==> config.mk <==
export PLATFORM = sky130hd
export DESIGN_NAME = spi_slave
export DESIGN_NICKNAME = d
export VERILOG_FILES = /design/src/rtl/spi_slave.sv
export SDC_FILE = /design/constraint.sdc
export NUM_CORES = 1
export LEC_CHECK = 0
export CAP_MARGIN = 20
export CORE_ASPECT_RATIO = 0.7
export CORE_MARGIN = 1.5
export CORE_UTILIZATION = 25
export CTS_CLUSTER_SIZE = 25
export DETAILED_ROUTE_END_ITERATION = 10
export HOLD_SLACK_MARGIN = 0.02
export SLEW_MARGIN = 20
export SYNTH_ARGS = -nofsm -noshare
export SYNTH_HDL_FRONTEND = slang
export SYNTH_SLANG_ARGS = --single-unit
==> constraint.sdc <==
create_clock -name clk -period 2.95 [get_ports clk]
set_input_delay 0.295 -clock clk [delete_from_list [all_inputs] [get_ports clk]]
set_output_delay 0.295 -clock clk [all_outputs]
set_load 0.01 [all_outputs]
==> src/rtl/spi_slave.sv <==
// SPI mode-0 responder. The pins are synchronized to clk, and one word is exchanged per DATA_W sclk cycles.
// Reply words come through a 1-entry tx buffer. Each received word is reported with a single-cycle rx_valid pulse.
module spi_slave #(
  parameter int unsigned        DATA_W      = 8,
  parameter int unsigned        SYNC_STAGES = 2,
  parameter logic [DATA_W-1:0]  DEFAULT_TX  = '0
) (
  input  logic              clk,
  input  logic              rst,
  input  logic              sclk,
  input  logic              cs,
  input  logic              mosi,
  output logic              miso,
  output logic              miso_oe,
  input  logic [DATA_W-1:0] tx_data,
  input  logic              tx_valid,
  output logic              tx_ready,
  output logic [DATA_W-1:0] rx_data,
  output logic              rx_valid,
  output logic              tx_underrun,
  output logic              busy
);

  localparam int unsigned CNT_W = (DATA_W > 2) ? $clog2(DATA_W) : 1;

  typedef enum logic {IDLE, SHIFT} state_t;

  state_t                 state;
  logic [SYNC_STAGES-1:0] sclk_sr, cs_sr, mosi_sr;
  logic                   sclk_d, cs_d;
  logic [DATA_W-1:0]      tx_sh, rx_sh, buf_data;
  logic [CNT_W-1:0]       bit_cnt;
  logic                   reload;

  logic sclk_s, cs_s, mosi_s;
  logic sclk_rise, sclk_fall, cs_fall;
  logic do_load;
  logic [DATA_W-1:0] load_word;

  assign sclk_s    = sclk_sr[SYNC_STAGES-1];
  assign cs_s      = cs_sr[SYNC_STAGES-1];
  assign mosi_s    = mosi_sr[SYNC_STAGES-1];
  assign sclk_rise = sclk_s & ~sclk_d;
  assign sclk_fall = ~sclk_s & sclk_d;
  assign cs_fall   = ~cs_s & cs_d;

  // A load is taken either at frame start or on the falling edge after a completed word.
  assign do_load   = ((state == IDLE) && cs_fall) ||
                     ((state == SHIFT) && !cs_s && sclk_fall && reload);
  // tx_ready doubles as the buffer-empty flag.
  assign load_word = tx_ready ? DEFAULT_TX : buf_data;

  always_ff @(posedge clk) begin
    if (rst) begin
      sclk_sr     <= '0;
      cs_sr       <= '0;
      mosi_sr     <= '0;
      sclk_d      <= 1'b0;
      cs_d        <= 1'b0;
      state       <= IDLE;
      tx_sh       <= '0;
      rx_sh       <= '0;
      buf_data    <= '0;
      bit_cnt     <= '0;
      reload      <= 1'b0;
      miso        <= 1'b0;
      miso_oe     <= 1'b0;
      tx_ready    <= 1'b1;
      rx_data     <= '0;
      rx_valid    <= 1'b0;
      tx_underrun <= 1'b0;
      busy        <= 1'b0;
    end else begin
      sclk_sr     <= {sclk_sr[SYNC_STAGES-2:0], sclk};
      cs_sr       <= {cs_sr[SYNC_STAGES-2:0], cs};
      mosi_sr     <= {mosi_sr[SYNC_STAGES-2:0], mosi};
      sclk_d      <= sclk_s;
      cs_d        <= cs_s;
      rx_valid    <= 1'b0;
      tx_underrun <= do_load & tx_ready;

      // Accept and load are exclusive, because a load only empties a full buffer.
      if (tx_valid && tx_ready) begin
        buf_data <= tx_data;
        tx_ready <= 1'b0;
      end else if (do_load && !tx_ready) begin
        tx_ready <= 1'b1;
      end

      case (state)
        IDLE: begin
          if (cs_fall) begin
            state   <= SHIFT;
            busy    <= 1'b1;
            miso_oe <= 1'b1;
            tx_sh   <= load_word;
            miso    <= load_word[DATA_W-1];
            bit_cnt <= '0;
            reload  <= 1'b0;
          end
        end
        SHIFT: begin
          if (cs_s) begin
            state   <= IDLE;
            busy    <= 1'b0;
            miso_oe <= 1'b0;
            miso    <= 1'b0;
            bit_cnt <= '0;
            reload  <= 1'b0;
          end else if (sclk_rise) begin
            rx_sh <= {rx_sh[DATA_W-2:0], mosi_s};
            if (bit_cnt == CNT_W'(DATA_W - 1)) begin
              rx_data  <= {rx_sh[DATA_W-2:0], mosi_s};
              rx_valid <= 1'b1;
              bit_cnt  <= '0;
              reload   <= 1'b1;
            end else begin
              bit_cnt <= bit_cnt + CNT_W'(1);
            end
          end else if (sclk_fall) begin
            if (reload) begin
              tx_sh  <= load_word;
              miso   <= load_word[DATA_W-1];
              reload <= 1'b0;
            end else begin
              tx_sh <= tx_sh << 1;
              miso  <= tx_sh[DATA_W-2];
            end
          end
        end
        default: state <= IDLE;
      endcase
    end
  end

endmodule

Yosys cells after proc, flatten, opt, wreduce, memory -nomap -nowiden
Cells that the tools add are included.
- register bits: 48
- word-level logic and storage cells: 89
- input port bits: 14
- output and inout port bits: 14
- add/sub/neg operators: 1
- bitwise logic cells: 9
- reductions and logical operators: 18
- muxes and demuxes: 33
- eq/ne operators: 11
- operator list (kind ; count):
    $mux W7 ; 5
    $mux W1 ; 17
    $pmux W7 S2 ; 1
    $mux W3 ; 4
    $reduce_and A3 Y1 ; 3
    $mux W8 ; 1
    $pmux W1 S2 ; 4
    $reduce_and A4 Y1 ; 2
    $logic_and A1 B1 Y1 ; 6
    $ne A2 B2 Y1 const B ; 3
    $ne A3 B1 Y1 const B ; 2
    $pmux W3 S2 ; 1
    $not A1 Y1 ; 5
    $and A1 B1 Y1 ; 4
    $ne A2 B1 Y1 const B ; 2
    $ne A4 B1 Y1 const B ; 1
    $ne A4 B3 Y1 const B ; 1
    $reduce_and A2 Y1 ; 2
    $reduce_or A4 Y1 ; 1
    $add A3 B1 Y3 const B ; 1
    $eq A3 B3 Y1 const B ; 1
    $ne A3 B3 Y1 const B ; 1
    $logic_not A1 Y1 ; 2
    $reduce_bool A2 Y1 ; 1
    $logic_or A1 B1 Y1 ; 1

Logic depth before layout (Yosys ltp)
Gate-level depths: netlist (run 1).
- depth in word-level cells: 8
- depth in mapped cells: 7
- gate-level depth less buffers: 6

Least setup slack after synthesis (run 1)
No wires, ideal clock.
- path type: flip-flop to flip-flop
- start: reg sclk_d
- end: reg tx_sh[0]
- stages on the path, launching flop included: 8
- clock period less this slack: 1415 ps
- setup time: 67 ps
- arrival time: 1348 ps
- data required time: 2883 ps
- slack: 1535 ps
- path buffers: 1
- path through: dfxtp_1 > inv_1 > ha_1 > or2_1 > o21bai_4 > buf_8 > nand4_2 > a21oi_2
- word-level cells in the longest chain between the ends: 4
- elaborated cells between the ends (all ways): 6
- those cells by class: 2 x eq/ne; 3 x bitwise; 1 x reduce/logical
- ends and longest elaborated chain (element ; line ; RTL):
    from (decl) ; 30 ; logic sclk_d, cs_d;
    from (signal assigned) ; 77 ; sclk_d <= sclk_s;
    $not A1 Y1 ; 43 ; assign sclk_rise = sclk_s & ~sclk_d;
    $and A1 B1 Y1 ; 43 ;
    $ne A2 B2 Y1 (no source line) ; - ;
    $reduce_and A4 Y1 (no source line) * ; - ;
    to (signal assigned) ; 96 ; tx_sh <= load_word;
    to (signal assigned) ; 122 ; tx_sh <= load_word;
    to (signal assigned) ; 126 ; tx_sh <= tx_sh << 1;
    to (decl) ; 31 ; logic [DATA_W-1:0] tx_sh, rx_sh, buf_data;
Mark *: on every way between the ends. The rest lies on a longest branch, timed or not.
A chain may end at the register's enable or synchronous reset.

Worst setup path after layout (run 1)
- start: reg state
- end: reg rx_data[7]
- word-level cells in the longest chain between the ends: 1
- ends and longest elaborated chain (element ; line ; RTL):
    from (decl) ; 28 ; state_t state;
    from (signal assigned) ; 60 ; state <= IDLE;
    from (signal assigned) ; 93 ; state <= SHIFT;
    from (signal assigned) ; 104 ; state <= IDLE;
    $reduce_and A4 Y1 (no source line) ; - ;
    to (signal assigned) ; 113 ; rx_data <= {rx_sh[DATA_W-2:0], mosi_s};
    to (decl) ; 18 ; output logic [DATA_W-1:0] rx_data,
No other way between the ends.

==> impl_results.md, run 1 <==
* Outcome: completed
* Gp weighted congestion at 0.7629
* Pin count of the biggest net entering global routing at 49
* Syn Nets at 234
* Post-route ant nets at 0
* CP Max Fanout at 19
* Sequential area share after synthesis at 0.5020
* Vias at 1464
* Worst-skew pair later-pin latency at 300 ps
* P_leak at 0.0008011 uW
* Worst setup EP type: register
* Initial DRC Count at 71
* Max Cap Viol at 0
* Unique masters post-synth at 41
* Uppermost layer routed: met4
* Global route overflow at 0
* Sw frac at 0.2359
* Primary FF master, synth: dfxtp_1
* Hold Vio Cnt, Final at 0
* CP Class: reg2reg
* Seq pwr share at 0.600
* Initial Utilization at 0.2604
* Yosys warns at 0
* Startpoint class of the critical path: register
* Hold WC Path Type: reg2reg
* Routed wl met3 at 166 um
* Pint at 865.5 uW
* Worst Path Arrival at 2080 ps
* Final setup fails at 0
* DR DRC count at 0
* Count leader, synth: dfxtp_1
* TritonCTS Buffers at 5
* Post-layout util at 0.3140
* Comb power frac at 0.072
* CTS resizes at 0
* Post-Syn Area at 1914 um2
* Clock Skew at 8.906 ps
* Layout cells sized above 1 at 0.06751
* Worst-path clk slew at 90 ps
* # H-tree levels at 2
* Synth area leaders: dfxtp_1 (50%), nand2_1 (8.2%), a21oi_1 (6.8%), ha_1 (2.6%), nor2b_1 (2.6%)
* DIE WIDTH at 107.6 um
* Psw at 267.2 uW
* Max transition margin at 0.5959
* Drt pass-1 iters at 4
* Met2 wire len at 1.512 mm
* Clk pwr share at 0.328
* CTS Hold Bufs at 0
* Pwr dens at 490.7 nW/um2
* Post-synth EDFFs at 0
* Synth-to-layout area growth at 20.59%
* Drt wl/cell at 11.36 um
* PortBufs at 27
* HPWL after detailed placement at 2.643 mm
* Fmax at 0.5393 GHz
* Drt total wl at 3.804 mm
* Area leader, netlist: dfxtp_1
* Fill cells at 798
* Number of global-route vias before repair at 1416
* R2R setup slack at 1100 ps
* TNS Setup at 0 ps
* Die Footprint at 8199 um2
* WHS at 440.7 ps
* Clk buf depth at 2
* Ports at 28
* Total GRT Usage at 0.1013
* Vias per Instance at 4.370
* Root buffer cell: clkbuf_8
* Slew Viols, Final at 0
* FF+latch count, synth at 48
* Syn Area/Cell at 8.863 um2
* Initial antenna violation count at 0
* RSZ-0062 raised after global routing: false
* Worst slew pin tran at 605.3 ps
* Critical Path RT at 3180 ps
* First-pass GRT wire length at 6.699 mm
* Core area at 7352 um2
* Top cell type's share of synthesized area at 0.5020
* Ant diodes at 0
* Async set or reset register ratio after synthesis at 0
* Peak VDD IR at 0.0001527 V
* Buffer count from post-CTS setup fixing at 0
* Count of nets after finishing at 255
* Tmin final at 1854 ps
* CTS tree: built
* Synth cell count leaders: dfxtp_1 (48), nand2_1 (42), a21oi_1 (26), nor2_1 (13)
* Vert. Die Dim at 76.21 um
* Rows at 26
* Cells after synthesis at 216
* Clock sinks at 48
* Final Cycle Share at 0.6285
* WL met1 at 2.081 mm
## kinds of logic after synthesis
kind of cell,Yosys count,synth area share
and+or+nand+nor,91,0.2320
AOI/OAI and AO/OA,51,0.1752
DFF,48,0.5020
buffers and inverters,21,0.05947
adders and majority gates,4,0.02614
muxes,1,0.005229
## cell type report
cell class | instances | area, um2 | area share
well taps | 98 | 122.6 | 0.05312
repair buffers | 28 | 277.8 | 0.1203
multi-input cells | 147 | 839.6 | 0.3637
flip-flops and latches | 48 | 960.9 | 0.4163
clock buffers | 5 | 68.82 | 0.02981
inverters | 7 | 26.28 | 0.01138
clock inverters | 2 | 12.51 | 0.005420
## worst paths after layout
| check | start | end | cells past startpoint |
|---|---|---|---|
| min | cs_sr[0] | cs_sr[1] | 1 |
| max | state | rx_data[7] | 4 |
| max reg2reg | state | rx_data[7] | 4 |
| min reg2reg | cs_sr[0] | cs_sr[1] | 1 |
## through the flow
stage | power [uW] | area, um2 | instances | setup slack (ps)
2_1_floorplan | 744.5 | 1914 | 216 | 1535
3_3_place_gp | 775.9 | 2227 | 328 | 1221
3_5_place_dp | 777.6 | 2227 | 328 | 1136
4_1_cts | 1143 | 2308 | 335 | 1121
5_1_grt | 1182 | 2308 | 335 | 843.7
6_report | 1133 | 2308 | 335 | 1096
## power groups by stage
stage	sequential [uW]	combinational, uW	clock (uW)
finish	680	81.1	371
global route	683	90.2	409
CTS	680	82.2	381
detailed placement	696	82.0	0
global placement	695	81.0	0
floorplan	688	56.9	0
## flip-flops by register name, summed over array words and instances, names as in the netlist, 2 cells and up
register,cells
buf_data,8
sclk_sr,2
rx_data,8
cs_sr,2
tx_sh,7
bit_cnt,3
mosi_sr,2
rx_sh,7
## worst max-delay path: stages, from the launching register on
cell	delay (ps)
dfxtp_1	710
and3b_1	490
and2_1	340
nand2_1	90
a21oi_1	150
## per-layer routing
metal / GRT usage / up-vias
met5: 0 / -
met4: 0.03684 / 0
met3: 0.02994 / 5
met2: 0.1389 / 29
met1: 0.1482 / 654
li1: - / 776
## cells in the final DEF, fill, tap and decap left out, types with 2 or more instances in the layout
master / Yosys / routed
dfxtp_1: 48 / 48
nand2_1: 42 / 42
clkdlybuf4s50_1: 0 / 27
a21oi_1: 26 / 26
nor2_1: 13 / 13
nor2b_1: 8 / 8
nand3_1: 8 / 8
inv_1: 6 / 6
and3_1: 6 / 6
a31oi_1: 6 / 6
a211oi_1: 5 / 5
clkbuf_8: 0 / 5
ha_1: 4 / 4
a211oi_2: 3 / 3
a22oi_1: 2 / 2
nand2b_1: 2 / 2
nor3_1: 2 / 2
o21ai_0: 2 / 2
No activity file was read; power rests on OpenSTA's default activity.
==> run 2: changes to the inputs <==
==> constraint.sdc (replaced) <==
create_clock -name clk -period 1.9 [get_ports clk]
set_input_delay 0.19 -clock clk [delete_from_list [all_inputs] [get_ports clk]]
set_output_delay 0.19 -clock clk [all_outputs]
set_load 0.01 [all_outputs]
==> impl_results.md, run 2 (synthesis gave the netlist of run 1 again) <==
* Outcome: completed
* Worst Path Arrival at 1470 ps (-610 ps)
* Rows at 26 (unchanged)
* Gp weighted congestion at 0.7386 (-3.2%)
* Global route overflow at 0 (unchanged)
* Die Footprint at 8199 um2 (unchanged)
* DR DRC count at 0 (unchanged)
* Fmax at 0.6017 GHz
* Pin count of the biggest net entering global routing at 49 (unchanged)
* Critical Path RT at 1710 ps (-1470 ps)
* Vias at 1458 (-0.41%)
* CTS resizes at 0 (unchanged)
* Clock sinks at 48 (unchanged)
* WHS at 437.0 ps (-3.732 ps)
* Drt wl/cell at 11.01 um (-3.0%)
* Initial Utilization at 0.2604 (unchanged)
* P_leak at 0.0008317 uW (+3.8%)
* First-pass GRT wire length at 6.465 mm (-3.5%)
* Drt pass-1 iters at 4 (unchanged)
* TritonCTS Buffers at 5 (unchanged)
* Crit. path cell count at 1 (-3)
* PortBufs at 27 (unchanged)
* Crit-path max cell delay at 620 ps (-90 ps)
* CTS Hold Bufs at 0 (unchanged)
* Initial DRC Count at 79 (+11%)
* Slew Viols, Final at 0 (unchanged)
* Commonest cells after routing, fill and taps aside: dfxtp_1 (48), nand2_1 (42), clkdlybuf4s50_1 (27)
* CP Cell Sequence: clkdlybuf4s50_1
* Vert. Die Dim at 76.21 um (unchanged)
* Final setup fails at 0 (unchanged)
* Max transition margin at 0.7251 (+0.1292)
* Design Power at 1909 uW (+69%)
* Vias per Instance at 4.314 (-1.3%)
* Drt total wl at 3.723 mm (-2.1%)
* Final Cycle Share at 0.8747
* Number of global-route vias before repair at 1404 (-0.85%)
* Max Cap Viol at 0 (unchanged)
* Tmin final at 1662 ps
* Clk buf depth at 2 (unchanged)
* Hold Vio Cnt, Final at 0 (unchanged)
* # H-tree levels at 2 (unchanged)
* Ant diodes at 0 (unchanged)
* Fill cells at 804 (+0.75%)
* Clock Skew at 4.467 ps (-4.439 ps)
* WP buf/inv at 1 (+1)
* Pwr dens at 808.1 nW/um2 (+65%)
* Slowest CP cell: clkdlybuf4s50_1
* RSZ-0062 raised after global routing: false
* Root buffer cell: clkbuf_8
* Worst-skew pair later-pin latency at 300 ps (about the same)
* R2R setup slack at 330 ps (-770 ps)
* DIE WIDTH at 107.6 um (unchanged)
* Most common cell after layout, fill and taps aside: dfxtp_1
* Initial antenna violation count at 0 (unchanged)
* Worst slew pin tran at 411.8 ps (-193.5 ps)
* Ports at 28 (unchanged)
* Peak VDD IR at 0.0002538 V (+66%)
* Worst setup EP type: output pin
* HPWL after detailed placement at 2.586 mm (-2.1%)
* Sequential cell area at 960.9 um2 (unchanged)
* CP Class: reg2out
* Count of nets after finishing at 257 (+0.78%)
* Core area at 7352 um2 (unchanged)
* Startpoint class of the critical path: register
* Family with the most delay on the worst path: buffers and inverters
* Post-route ant nets at 0 (unchanged)
* Worst-path clk slew at 90 ps (about the same)
* Buffer count from post-CTS setup fixing at 0 (unchanged)
* Total GRT Usage at 0.09777 (-0.003565)
* Hold WC Path Type: in2reg
* CP Max Fanout at 11 (-8)
* CTS tree: built
* TNS Setup at 0 ps (unchanged)
* Layout cells sized above 1 at 0.07500 (+0.007489)
* Largest regs: buf_data x8, rx_data x8
* FF-to-FF path depth at 6 (+2)
* Area of the multi-input gates at 839.6 um2 (unchanged)
* WHS Path Cells at 2 (+1)
* Synth-to-layout area growth at 23.40%
-- run 2: cell types whose count changed in the layout (fill, tap and decap cells not counted) --
cell,before,now
buf_4,1,2
bufinv_16,0,1
clkbuf_1,0,1
clkinvlp_4,1,0
buf_12,0,1
-- run 2: area by class of cell --
type                       instances  share of cell area
sequential                        48              0.4068
multi-input combinational        147              0.3554
timing repair buffer              30              0.1292
tap                               98             0.05191
clock buffer                       6             0.03072
clock inverter                     2             0.01483
inverter                           7             0.01112
-- run 2: layer usage --
layer	vias to the layer above	GRT usage	wire, um	share of wire
met5	-	0	0	0
met4	0	0.04342	61	0.016
met3	7	0.02908	167	0.045
met2	26	0.1369	1453	0.39
met1	640	0.1373	2040	0.55
li1	785	-	-	-
-- run 2: worst paths after layout --
path              start          to
max            tx_ready    tx_ready
min                sclk  sclk_sr[0]
max reg2reg      sclk_d  bit_cnt[0]
min reg2reg  sclk_sr[0]  sclk_sr[1]
-- run 2: report_power, final --
group          switching [uW]  internal (uW)  leakage, uW
sequential               22.4           1030     0.000390
clock                     332            391    0.0000552
combinational            65.8           66.0     0.000386
-- run 2: metrics by stage --
step / std cells / area (um2) / setup slack (ps) / utilization
3_5_place_dp: 330 / 2255 / 342.5 / 0.3067
5_1_grt: 338 / 2362 / 144.6 / 0.3213
3_3_place_gp: 330 / 2255 / 370.7 / 0.3067
2_1_floorplan: 216 / 1914 / 484.7 / -
4_1_cts: 338 / 2362 / 202.0 / 0.3213
6_report: 338 / 2362 / 238.0 / 0.3213
